===== config.mk =====
export PLATFORM = sky130hd
export DESIGN_NAME = checker_ctlif
export DESIGN_NICKNAME = d
export VERILOG_FILES = /design/src/rtl/checker_pkg.sv /design/src/rtl/checker_ctlif.sv
export SDC_FILE = /design/constraint.sdc
export NUM_CORES = 1
export LEC_CHECK = 0
export ABC_AREA = 1
export BUFFER_PORTS_ARGS = -buffer_cell sky130_fd_sc_hd__buf_2
export CAP_MARGIN = 30
export CORE_MARGIN = 3
export CORE_UTILIZATION = 52
export CTS_CLUSTER_DIAMETER = 120
export DETAILED_ROUTE_END_ITERATION = 10
export PLACE_DENSITY = 0.85
export SKIP_LAST_GASP = 1
export SLEW_MARGIN = 15
export SYNTH_ARGS = -nofsm -noshare
export SYNTH_HDL_FRONTEND = slang
export SYNTH_SLANG_ARGS = --single-unit

===== constraint.sdc =====
create_clock -name sys_clk -period 5.51 [get_ports sys_clk]
set_clock_uncertainty 0.1 [all_clocks]
set_input_delay 0 -clock sys_clk [delete_from_list [all_inputs] [get_ports sys_clk]]
set_output_delay 0 -clock sys_clk [all_outputs]
set_load 0.02 [all_outputs]

===== src/rtl/checker_pkg.sv =====
// Shared constants for the checker control interface: CSR indices, CTRL bit
// positions, STAT event masks and mode encodings.
package checker_pkg;

  localparam logic [2:0] CHECKER_CSR_CTRL         = 3'd0;
  localparam logic [2:0] CHECKER_CSR_STAT         = 3'd1;
  localparam logic [2:0] CHECKER_CSR_ADDRESS_LOW  = 3'd2;
  localparam logic [2:0] CHECKER_CSR_ADDRESS_HIGH = 3'd3;
  localparam logic [2:0] CHECKER_CSR_DATA_LOW     = 3'd4;
  localparam logic [2:0] CHECKER_CSR_DATA_HIGH    = 3'd5;

  localparam int unsigned CHECKER_CTRL_START  = 0;
  localparam int unsigned CHECKER_CTRL_MODE_L = 1;
  localparam int unsigned CHECKER_CTRL_MODE_H = 2;
  localparam int unsigned CHECKER_CTRL_IRQ_EN = 3;

  localparam logic [2:0] CHECKER_STAT_EVENT_END = 3'b001;
  localparam logic [2:0] CHECKER_STAT_USER_IRQ  = 3'b010;
  localparam logic [2:0] CHECKER_STAT_ERROR     = 3'b100;

  localparam logic [1:0] CHECKER_MODE_DUMMY   = 2'd0;
  localparam logic [1:0] CHECKER_MODE_SIMPLE  = 2'd1;
  localparam logic [1:0] CHECKER_MODE_TRAFFIC = 2'd2;
  localparam logic [1:0] CHECKER_MODE_USER    = 2'd3;

  function automatic logic [31:0] ctrl_word(logic irq_en, logic [1:0] mode, logic start);
    return {28'b0, irq_en, mode, start};
  endfunction

endpackage


===== src/rtl/checker_ctlif.sv =====
// CSR control interface of the checker core: run control, 64-bit target address,
// result capture and W1C event status with a gated level interrupt.
module checker_ctlif
  import checker_pkg::*;
#(
  parameter logic [3:0] csr_addr = 4'h0
) (
  input  logic        sys_clk,
  input  logic        sys_rst,
  input  logic [13:0] csr_a,
  input  logic        csr_we,
  input  logic [31:0] csr_di,
  output logic [31:0] csr_do,
  output logic        irq,
  output logic [1:0]  mode_mode,
  output logic        mode_start,
  output logic [63:0] mode_addr,
  input  logic        mode_end,
  input  logic [63:0] mode_data,
  input  logic        mode_irq,
  output logic        mode_ack,
  input  logic        mode_error
);

  logic        sel, wr;
  logic [2:0]  idx;
  logic        ctrl_wr, stat_wr;
  logic        unused_addr;

  logic        start_q, start_d;
  logic [1:0]  mode_q, mode_d;
  logic        irq_en_q, irq_en_d;
  logic [31:0] addr_lo_q, addr_lo_d;
  logic [31:0] addr_hi_q, addr_hi_d;
  logic [63:0] data_q, data_d;
  logic [2:0]  ev_q, ev_d, ev_set, ev_clr;
  logic        mode_irq_q;
  logic        ack_q, ack_d;
  logic        irq_q, irq_d;
  logic [31:0] rdata, csr_do_q, csr_do_d;

  assign sel         = (csr_a[13:10] == csr_addr);
  assign wr          = sel & csr_we;
  assign idx         = csr_a[2:0];
  assign ctrl_wr     = wr && (idx == CHECKER_CSR_CTRL);
  assign stat_wr     = wr && (idx == CHECKER_CSR_STAT);
  assign unused_addr = ^csr_a[9:3];

  always_comb begin
    start_d   = start_q;
    mode_d    = mode_q;
    irq_en_d  = irq_en_q;
    addr_lo_d = addr_lo_q;
    addr_hi_d = addr_hi_q;
    data_d    = data_q;

    if (ctrl_wr) begin
      start_d  = csr_di[CHECKER_CTRL_START];
      mode_d   = csr_di[CHECKER_CTRL_MODE_H:CHECKER_CTRL_MODE_L];
      irq_en_d = csr_di[CHECKER_CTRL_IRQ_EN];
    end
    // Completion/abort from the engine overrides a coincident software start.
    if (mode_end || mode_error) begin
      start_d = 1'b0;
    end

    // Address is frozen while a run is in flight.
    if (!start_q && wr && (idx == CHECKER_CSR_ADDRESS_LOW)) begin
      addr_lo_d = csr_di;
    end
    if (!start_q && wr && (idx == CHECKER_CSR_ADDRESS_HIGH)) begin
      addr_hi_d = csr_di;
    end

    if (mode_end) begin
      data_d = mode_data;
    end

    ev_set = {mode_error, mode_irq & ~mode_irq_q, mode_end};
    ev_clr = stat_wr ? csr_di[2:0] : 3'b000;
    // Set after clear, so a hardware event beats a simultaneous W1C.
    ev_d   = (ev_q & ~ev_clr) | ev_set;

    ack_d  = stat_wr & csr_di[1];
    irq_d  = irq_en_q & (|ev_q);

    case (idx)
      CHECKER_CSR_CTRL:         rdata = ctrl_word(irq_en_q, mode_q, start_q);
      CHECKER_CSR_STAT:         rdata = {29'b0, ev_q};
      CHECKER_CSR_ADDRESS_LOW:  rdata = addr_lo_q;
      CHECKER_CSR_ADDRESS_HIGH: rdata = addr_hi_q;
      CHECKER_CSR_DATA_LOW:     rdata = data_q[31:0];
      CHECKER_CSR_DATA_HIGH:    rdata = data_q[63:32];
      default:                  rdata = 32'b0;
    endcase
    csr_do_d = sel ? rdata : 32'b0;
  end

  always_ff @(posedge sys_clk or posedge sys_rst) begin
    if (sys_rst) begin
      start_q    <= 1'b0;
      mode_q     <= 2'b0;
      irq_en_q   <= 1'b0;
      addr_lo_q  <= 32'b0;
      addr_hi_q  <= 32'b0;
      data_q     <= 64'b0;
      ev_q       <= 3'b0;
      mode_irq_q <= 1'b0;
      ack_q      <= 1'b0;
      irq_q      <= 1'b0;
      csr_do_q   <= 32'b0;
    end else begin
      start_q    <= start_d;
      mode_q     <= mode_d;
      irq_en_q   <= irq_en_d;
      addr_lo_q  <= addr_lo_d;
      addr_hi_q  <= addr_hi_d;
      data_q     <= data_d;
      ev_q       <= ev_d;
      mode_irq_q <= mode_irq;
      ack_q      <= ack_d;
      irq_q      <= irq_d;
      csr_do_q   <= csr_do_d;
    end
  end

  assign csr_do     = csr_do_q;
  assign irq        = irq_q;
  assign mode_mode  = mode_q;
  assign mode_start = start_q;
  assign mode_addr  = {addr_hi_q, addr_lo_q};
  assign mode_ack   = ack_q;

endmodule


==> implementation parameters, run 1 <==
Parameter                              Value

Timing
  Final hold violation count    0
  Unrepaired setup endpoints after global routing    no
  Setup tns final    0 ns
  Slew at the pin closest to its max-slew limit    a little under 1 ns
  Endpoints failing setup    0
  Max frequency    roughly 360 MHz
  Max Transition Viols Final    0
  Ratio of final minimum period to clock period    just over 50%
  Worst slew slack as a fraction of its limit    34.7%
  Final critical delay including setup and external delays    2.80 ns
  Min setup slack post-route    2.71 ns

Route
  Iteration-0 DRC count of the detailed router    approximately 500
  First-pass iteration count of the detailed router    5
  Avg Vias per Cell    ~5.4
  Number of nets still failing antenna checks after routing    0
  Total length of routed wires    around 23000 um
  Vias after detailed routing    roughly 7200
  Routed wire length per instance    ~17 um
  DRC Markers    0

Floorplan
  I/O pins    217
  Number of cell rows    42
  Die Height    approximately 120 um
  DIE WIDTH    approximately 120 um
  Total die area    around 15000 um^2
  Initial core utilization    between 50% and 60%
  Area inside the core boundary    13500 um^2

Final layout
  Share of final-layout standard cells stronger than drive strength 1    between 20% and 30%
  Storage cell area    4250 um^2
  # fillers    920
  Post-route cell area    9950 um^2
  Final net count    between 1000 and 1500
  Area of the multi-input gates    2470 um^2
  Area Overhead vs Synth    36.7%

GRT
  M2 GR Usage    approximately half
  Antenna violations before repair    2
  Largest net degree at the start of global routing    between 70 and 80
  First-pass GRT wire length    37200 um
  Via count of the first global-routing pass    7432
  GRT Total Usage    30.0%
  Leftover overflow at the end of global routing    0
  Global route hottest layer    met2
  Grt met3 use    8.49%
  M1 GR Usage    between 30% and 40%

Placement
  Buffers added on ports    between 200 and 250
  Sum of net half-perimeters after detailed placement    around 12000 um
  Placed standard-cell area    8340 um^2
  Gpl congestion    about 0.80
  Setup WS pre-CTS    approximately 2.5 ns

Synthesis
  Count of flip-flops with a built-in enable after synthesis    0
  Synth Area in Simple Gates    between 20% and 30%
  Sequential area share after synthesis    58.4%
  Synth Instances    approximately 860
  Area leader, netlist    sky130_fd_sc_hd__dfrtp_1
  Most common cell in the synthesized netlist    sky130_fd_sc_hd__nand2_1
  Top cell type's share of synthesized area    about three fifths
  Per-instance average area after synthesis    8.49 um^2
  Post-synth top flop    sky130_fd_sc_hd__dfrtp_1
  Number of synthesis warnings    0
  Leading post-synthesis cells by instance count    sky130_fd_sc_hd__nand2_1, sky130_fd_sc_hd__dfrtp_1, sky130_fd_sc_hd__o21ai_1
  Synth Net Count    974
  Synth Area in Compound Gates    ~9.0%
  Post-Synth Adder-Cell Area    0%
  Number of distinct library cells after synthesis    21
  Fraction of synthesized area in multiplexers    0%
  Synthesized-area fraction occupied by xor and xnor cells    0%
  Number of flip-flops and latches in the synthesized netlist    170
  Cell types with the largest area share after synthesis    sky130_fd_sc_hd__dfrtp_1, sky130_fd_sc_hd__nand2_1, sky130_fd_sc_hd__o21ai_1, sky130_fd_sc_hd__inv_1, sky130_fd_sc_hd__nand4_1
  Largest family of logic cells by synthesized area    simple AND/OR/NAND/NOR gates
  Share of synthesized registers carrying an async set or reset    between 90% and 100%
  Post-synth design cell area    roughly 7300 um^2

Flow run
  Max-capacitance violation count    0

CTS
  Clock input transition at the sequential cells of the worst setup and hold paths    around 0.070 ns
  Clock insertion delay at the later pin of the skew report    ~0.43 ns
  Maximum level of the CTS H-tree    4
  CTS root buf    sky130_fd_sc_hd__clkbuf_16
  Clock tree from TritonCTS    yes
  CTS Sinks    170
  TritonCTS buffer count    17
  Worst-case clock buffer depth    2

Power and ir drop
  Power Dens Cells    ~300 nW/um^2
  Power Total    around 3 mW
  Leakage    5.36 nW
  Max IR drop VDD    0.244 mV

Worst setup path
  Setup crit start kind    input pin
  Reg-to-reg critical path startpoint    mode_start
  Arrival time of data at the critical path endpoint    3.00 ns
  Classification of the worst setup path    in2reg
  Crit path max fanout    between 60 and 70
  Worst reg2reg endpoint    addr_hi_q[4]
  Flop-to-flop setup slack    about 3.6 ns
  CP required    approximately 5.7 ns
  Worst R2R Path Depth    3
  Setup crit end kind    register

Min path
  Kind of path behind the tightest hold check    in2async

Status
  Outcome    completed
[report_power, final]
| group | switching [mW] | internal (mW) |
|---|---|---|
| combinational | 0.247 | 0.159 |
| clock | 0.494 | 0.703 |
| sequential | 0.0538 | 1.33 |
| total | 0.795 | 2.19 |
[layer usage]
metal	share of wire, %	routed length (um)
met1	36	8390
met2	51	11800
met3	8.3	1930
met4	4.4	1020
met5	0	0
[per-stage QoR]
step | std cells | hold slack, ns | util [%]
after detailed placement | 1196 | -0.0712 | 62.0
after global placement | 1194 | 0.0227 | 61.6
final | 1332 | 0.0292 | 74.0
after floorplan | 858 | -0.0686 | -
after CTS | 1330 | 0.00421 | 74.0
after global routing | 1332 | 0.0457 | 74.0
[critical path, stage by stage]
cell	delay, ns
sky130_fd_sc_hd__buf_2	0.73
sky130_fd_sc_hd__inv_2	0.19
sky130_fd_sc_hd__nor2_4	0.79
sky130_fd_sc_hd__nand3_4	0.75
sky130_fd_sc_hd__o21ai_1	0.52
[cell type report]
| class | count | share of cell area (%) |
|---|---|---|
| clock buffer | 21 | 4.73 |
| sequential | 170 | 42.7 |
| clock inverter | 11 | 1.19 |
| inverter | 74 | 2.84 |
| multi-input combinational | 563 | 24.8 |
| tap | 176 | 2.21 |
| antenna | 2 | 0.0503 |
| timing repair buffer | 315 | 21.5 |
[worst max path at each step]
stage / from / to / slack, ns / cells after the start
after floorplan: sys_rst / addr_hi_q[0] / 0.81 / 1
after global routing: csr_a[0] / addr_hi_q[4] / 2.60 / 5
after detailed placement: csr_a[0] / addr_hi_q[10] / 2.53 / 6
after global placement: csr_a[0] / addr_hi_q[12] / 2.64 / 6
after CTS: csr_a[0] / addr_hi_q[10] / 2.97 / 6
final: csr_a[0] / addr_hi_q[4] / 2.71 / 5
[state kept, by name, indices dropped and copies added (netlist names)]
name,flops
addr_hi_q,32
addr_lo_q,32
csr_do,32
data_q,64
ev_q,3
irq,1
irq_en_q,1
mode_ack,1
mode_irq_q,1
mode_mode,2
mode_start,1
[placed cells by master (no fill, tap or decap)]
master and instances:
sky130_fd_sc_hd__a21oi_1 3, sky130_fd_sc_hd__buf_16 2, sky130_fd_sc_hd__buf_2 209, sky130_fd_sc_hd__buf_4 2, sky130_fd_sc_hd__bufinv_16 2, sky130_fd_sc_hd__clkbuf_1 1
sky130_fd_sc_hd__clkbuf_16 17, sky130_fd_sc_hd__clkbuf_8 3, sky130_fd_sc_hd__clkinv_1 1, sky130_fd_sc_hd__clkinv_2 5, sky130_fd_sc_hd__clkinv_4 2, sky130_fd_sc_hd__clkinvlp_4 1
sky130_fd_sc_hd__dfrtp_1 170, sky130_fd_sc_hd__diode_2 2, sky130_fd_sc_hd__dlygate4sd3_1 102, sky130_fd_sc_hd__inv_1 69, sky130_fd_sc_hd__inv_2 3, sky130_fd_sc_hd__inv_6 2
sky130_fd_sc_hd__nand2_1 303, sky130_fd_sc_hd__nand2_2 3, sky130_fd_sc_hd__nand3_1 11, sky130_fd_sc_hd__nand3_4 2, sky130_fd_sc_hd__nand4_1 42, sky130_fd_sc_hd__nor2_1 66
sky130_fd_sc_hd__nor2_4 4, sky130_fd_sc_hd__nor3_1 2, sky130_fd_sc_hd__o21ai_0 52, sky130_fd_sc_hd__o21ai_1 74, sky130_fd_sc_hd__o31a_1 1
[kinds of logic after synthesis]
| logic type | after synthesis |
|---|---|
| DFF | 170 |
| AOI/OAI and AO/OA | 130 |
| buffers and inverters | 125 |
| and+or+nand+nor | 433 |
[what timing repair did]
| item | CTS | global route |
|---|---|---|
| endpoints found under the hold margin | 253 | 0 |
| hold buffers | 102 | 0 |
| setup buffers | 0 | 0 |
| gates resized for setup | 0 | 0 |
Power figures use the tool's default switching activity.
==> run 2, diff against run 1 <==
Settings changed: CORE_UTILIZATION 52 to 47, PLACE_DENSITY 0.85 to 0.82.
Clock period 5.51 ns to 2.5 ns, I/O delays scaled along.
==> implementation parameters, run 2 (same netlist as run 1, synthesis figures left out) <==
Parameter                              Value

Min path
  Cell depth of the worst min-delay path    5
  Kind of path behind the tightest hold check    in2reg (was in2async)
  Beginning of the worst hold path    csr_a[1]

CTS
  Clock tree from TritonCTS    yes (unchanged)
  Clock input transition at the sequential cells of the worst setup and hold paths    0.06 ns (was 0.07 ns)
  Maximum level of the CTS H-tree    4 (unchanged)
  Post-cts sizing count    0 (unchanged)
  TritonCTS buffer count    17 (unchanged)
  Worst-case clock buffer depth    2 (unchanged)
  CTS Sinks    170 (unchanged)
  CTS root buf    sky130_fd_sc_hd__clkbuf_16 (unchanged)
  Clock insertion delay at the later pin of the skew report    0.42 ns (was 0.43 ns)

Route
  DRC Markers    0 (unchanged)
  Total length of routed wires    23400 um (was 23200 um)
  Iteration-0 DRC count of the detailed router    484 (was 503)
  Vias after detailed routing    7265 (was 7215)
  Number of nets still failing antenna checks after routing    0 (unchanged)
  Routed wire length per instance    16.9 um (was 17.4 um)
  First-pass iteration count of the detailed router    5 (unchanged)
  Avg Vias per Cell    5.25 (was 5.42)

Placement
  Placed cell count    1213 (was 1196)
  Buffers added on ports    209 (unchanged)
  Placed standard-cell area    8390 um^2 (was 8340 um^2)
  Gpl congestion    0.821 (was 0.804)
  Sum of net half-perimeters after detailed placement    12600 um (was 12400 um)

GRT
  First-pass GRT wire length    36300 um (was 37200 um)
  Via count of the first global-routing pass    7217 (was 7432)
  Leftover overflow at the end of global routing    0 (unchanged)
  GRT Total Usage    27.4% (was 30.0%)
  Antenna violations before repair    1 (was 2)
  Largest net degree at the start of global routing    65 (was 78)

Timing
  Setup tns final    0 ns (unchanged)
  Max Transition Viols Final    0 (unchanged)
  Final hold violation count    0 (unchanged)
  Slew at the pin closest to its max-slew limit    0.823 ns (was 0.978 ns)
  Ratio of final minimum period to clock period    80.5%
  Final critical delay including setup and external delays    just over 2 ns
  Max frequency    about 500 MHz
  Endpoints failing setup    0 (unchanged)
  Worst slew slack as a fraction of its limit    45.1% (was 34.7%)
  Unrepaired setup endpoints after global routing    no (unchanged)

Worst setup path
  CP required    2.70 ns (was 5.71 ns)
  Crit path max fanout    64 (unchanged)
  Setup crit end kind    register (unchanged)
  Critical Path Start    csr_a[2] (was csr_a[0])
  Arrival time of data at the critical path endpoint    2.21 ns (was 3.00 ns)
  Setup crit start kind    input pin (unchanged)
  Classification of the worst setup path    in2reg (unchanged)
  Reg-to-reg critical path startpoint    mode_start (unchanged)
  Worst R2R Path Depth    3 (unchanged)

Floorplan
  Number of cell rows    44 (was 42)
  Die Height    130 um (was 124 um)
  DIE WIDTH    130 um (was 124 um)
  Initial core utilization    49.0% (was 54.1%)
  Area inside the core boundary    14900 um^2 (was 13500 um^2)
  I/O pins    217 (unchanged)
  Total die area    17000 um^2 (was 15500 um^2)

Final layout
  End-of-flow core utilization    69.3% (was 74.0%)
  Final net count    1303 (was 1257)
  Leading cell type in the layout, fill and taps excluded    sky130_fd_sc_hd__nand2_1 (unchanged)
  Top library cells by usage in the layout, fill and taps aside    sky130_fd_sc_hd__nand2_1, sky130_fd_sc_hd__buf_2, sky130_fd_sc_hd__dfrtp_1, sky130_fd_sc_hd__dlygate4sd3_1, sky130_fd_sc_hd__o21ai_1 (unchanged)
  Post-route cell area    10300 um^2 (was 9950 um^2)
  Largest register by flop count    data_q (unchanged)
  # fillers    1075 (was 920)
  Area Overhead vs Synth    41.4% (was 36.7%)
  Share of final-layout standard cells stronger than drive strength 1    21.9% (was 22.3%)
  Number of flip-flops under the largest register name    64 (unchanged)
  Number of standard cells in the layout, taps in and fillers out    1384 (was 1332)

Flow run
  Max-capacitance violation count    0 (unchanged)

Power and ir drop
  Leakage    5.48 nW (was 5.36 nW)
  Power Dens Cells    615 nW/um^2 (was 300 nW/um^2)
  Max IR drop VDD    0.460 mV (was 0.244 mV)

Status
  Outcome    completed (unchanged)
run 2: report_power, final:
group | switching, mW | total [mW] | internal, mW
Sequential | 0.114 | 3.05 | 2.94
Combinational | 0.549 | 0.948 | 0.399
Clock | 1.03 | 2.34 | 1.31
run 2: worst paths after layout:
| path | to | slack [ns] |
|---|---|---|
| worst max-delay path | addr_lo_q[20] | 0.49 |
| worst max register to register | addr_lo_q[20] | 0.61 |
| max in group asynchronous | data_q[11] | 1.43 |
| min in group asynchronous | addr_hi_q[28] | 0.23 |
| worst min-delay path | csr_do[1] | 0.02 |
| worst min register to register | ev_q[1] | 0.33 |
run 2: area by class of cell:
cell class | count | area, um^2 | area share [%]
well taps | 184 | 230 | 2.24
multi-input cells | 563 | 2470 | 23.9
diodes | 1 | 2.50 | 0.0243
repair buffers | 361 | 2550 | 24.8
flip-flops and latches | 170 | 4250 | 41.3
clock buffers | 23 | 468 | 4.54
clock inverters | 8 | 47.5 | 0.462
inverters | 74 | 282 | 2.73
run 2: critical path, stage by stage:
cell and delay (ns):
sky130_fd_sc_hd__dlygate4sd3_1 0.53, sky130_fd_sc_hd__buf_2 0.14, sky130_fd_sc_hd__inv_2 0.19, sky130_fd_sc_hd__nand2_2 0.13, sky130_fd_sc_hd__nor2_4 0.13, sky130_fd_sc_hd__nand3_4 0.60
sky130_fd_sc_hd__o21ai_1 0.46
run 2: repair_timing:
| item | in CTS | in global routing |
|---|---|---|
| hold endpoints to repair | 310 | 0 |
| hold buffers | 139 | 0 |
| endpoints found under the setup margin | 0 | 0 |
| buffers inserted | 0 | 0 |
run 2: layer usage:
metal | up-vias | part of all wire (%) | GRT usage [%]
met2 | 372 | 50 | 46.1
met5 | - | 0 | 0
li1 | 3385 | - | -
met3 | 86 | 7.3 | 6.99
met4 | 0 | 3.7 | 12.8
met1 | 3422 | 39 | 33.3
run 2: stage by stage:
| stage | total power [mW] | setup WS (ns) | hold WS [ns] |
|---|---|---|---|
| floorplan | 3.54 | 0.231 | -0.0686 |
| global placement | 3.81 | 0.787 | 0.0265 |
| detailed placement | 3.83 | 0.708 | 0.0243 |
| CTS | 6.33 | 0.597 | 0.00724 |
| global route | 6.60 | 0.373 | 0.0735 |
| finish | 6.34 | 0.487 | 0.0215 |
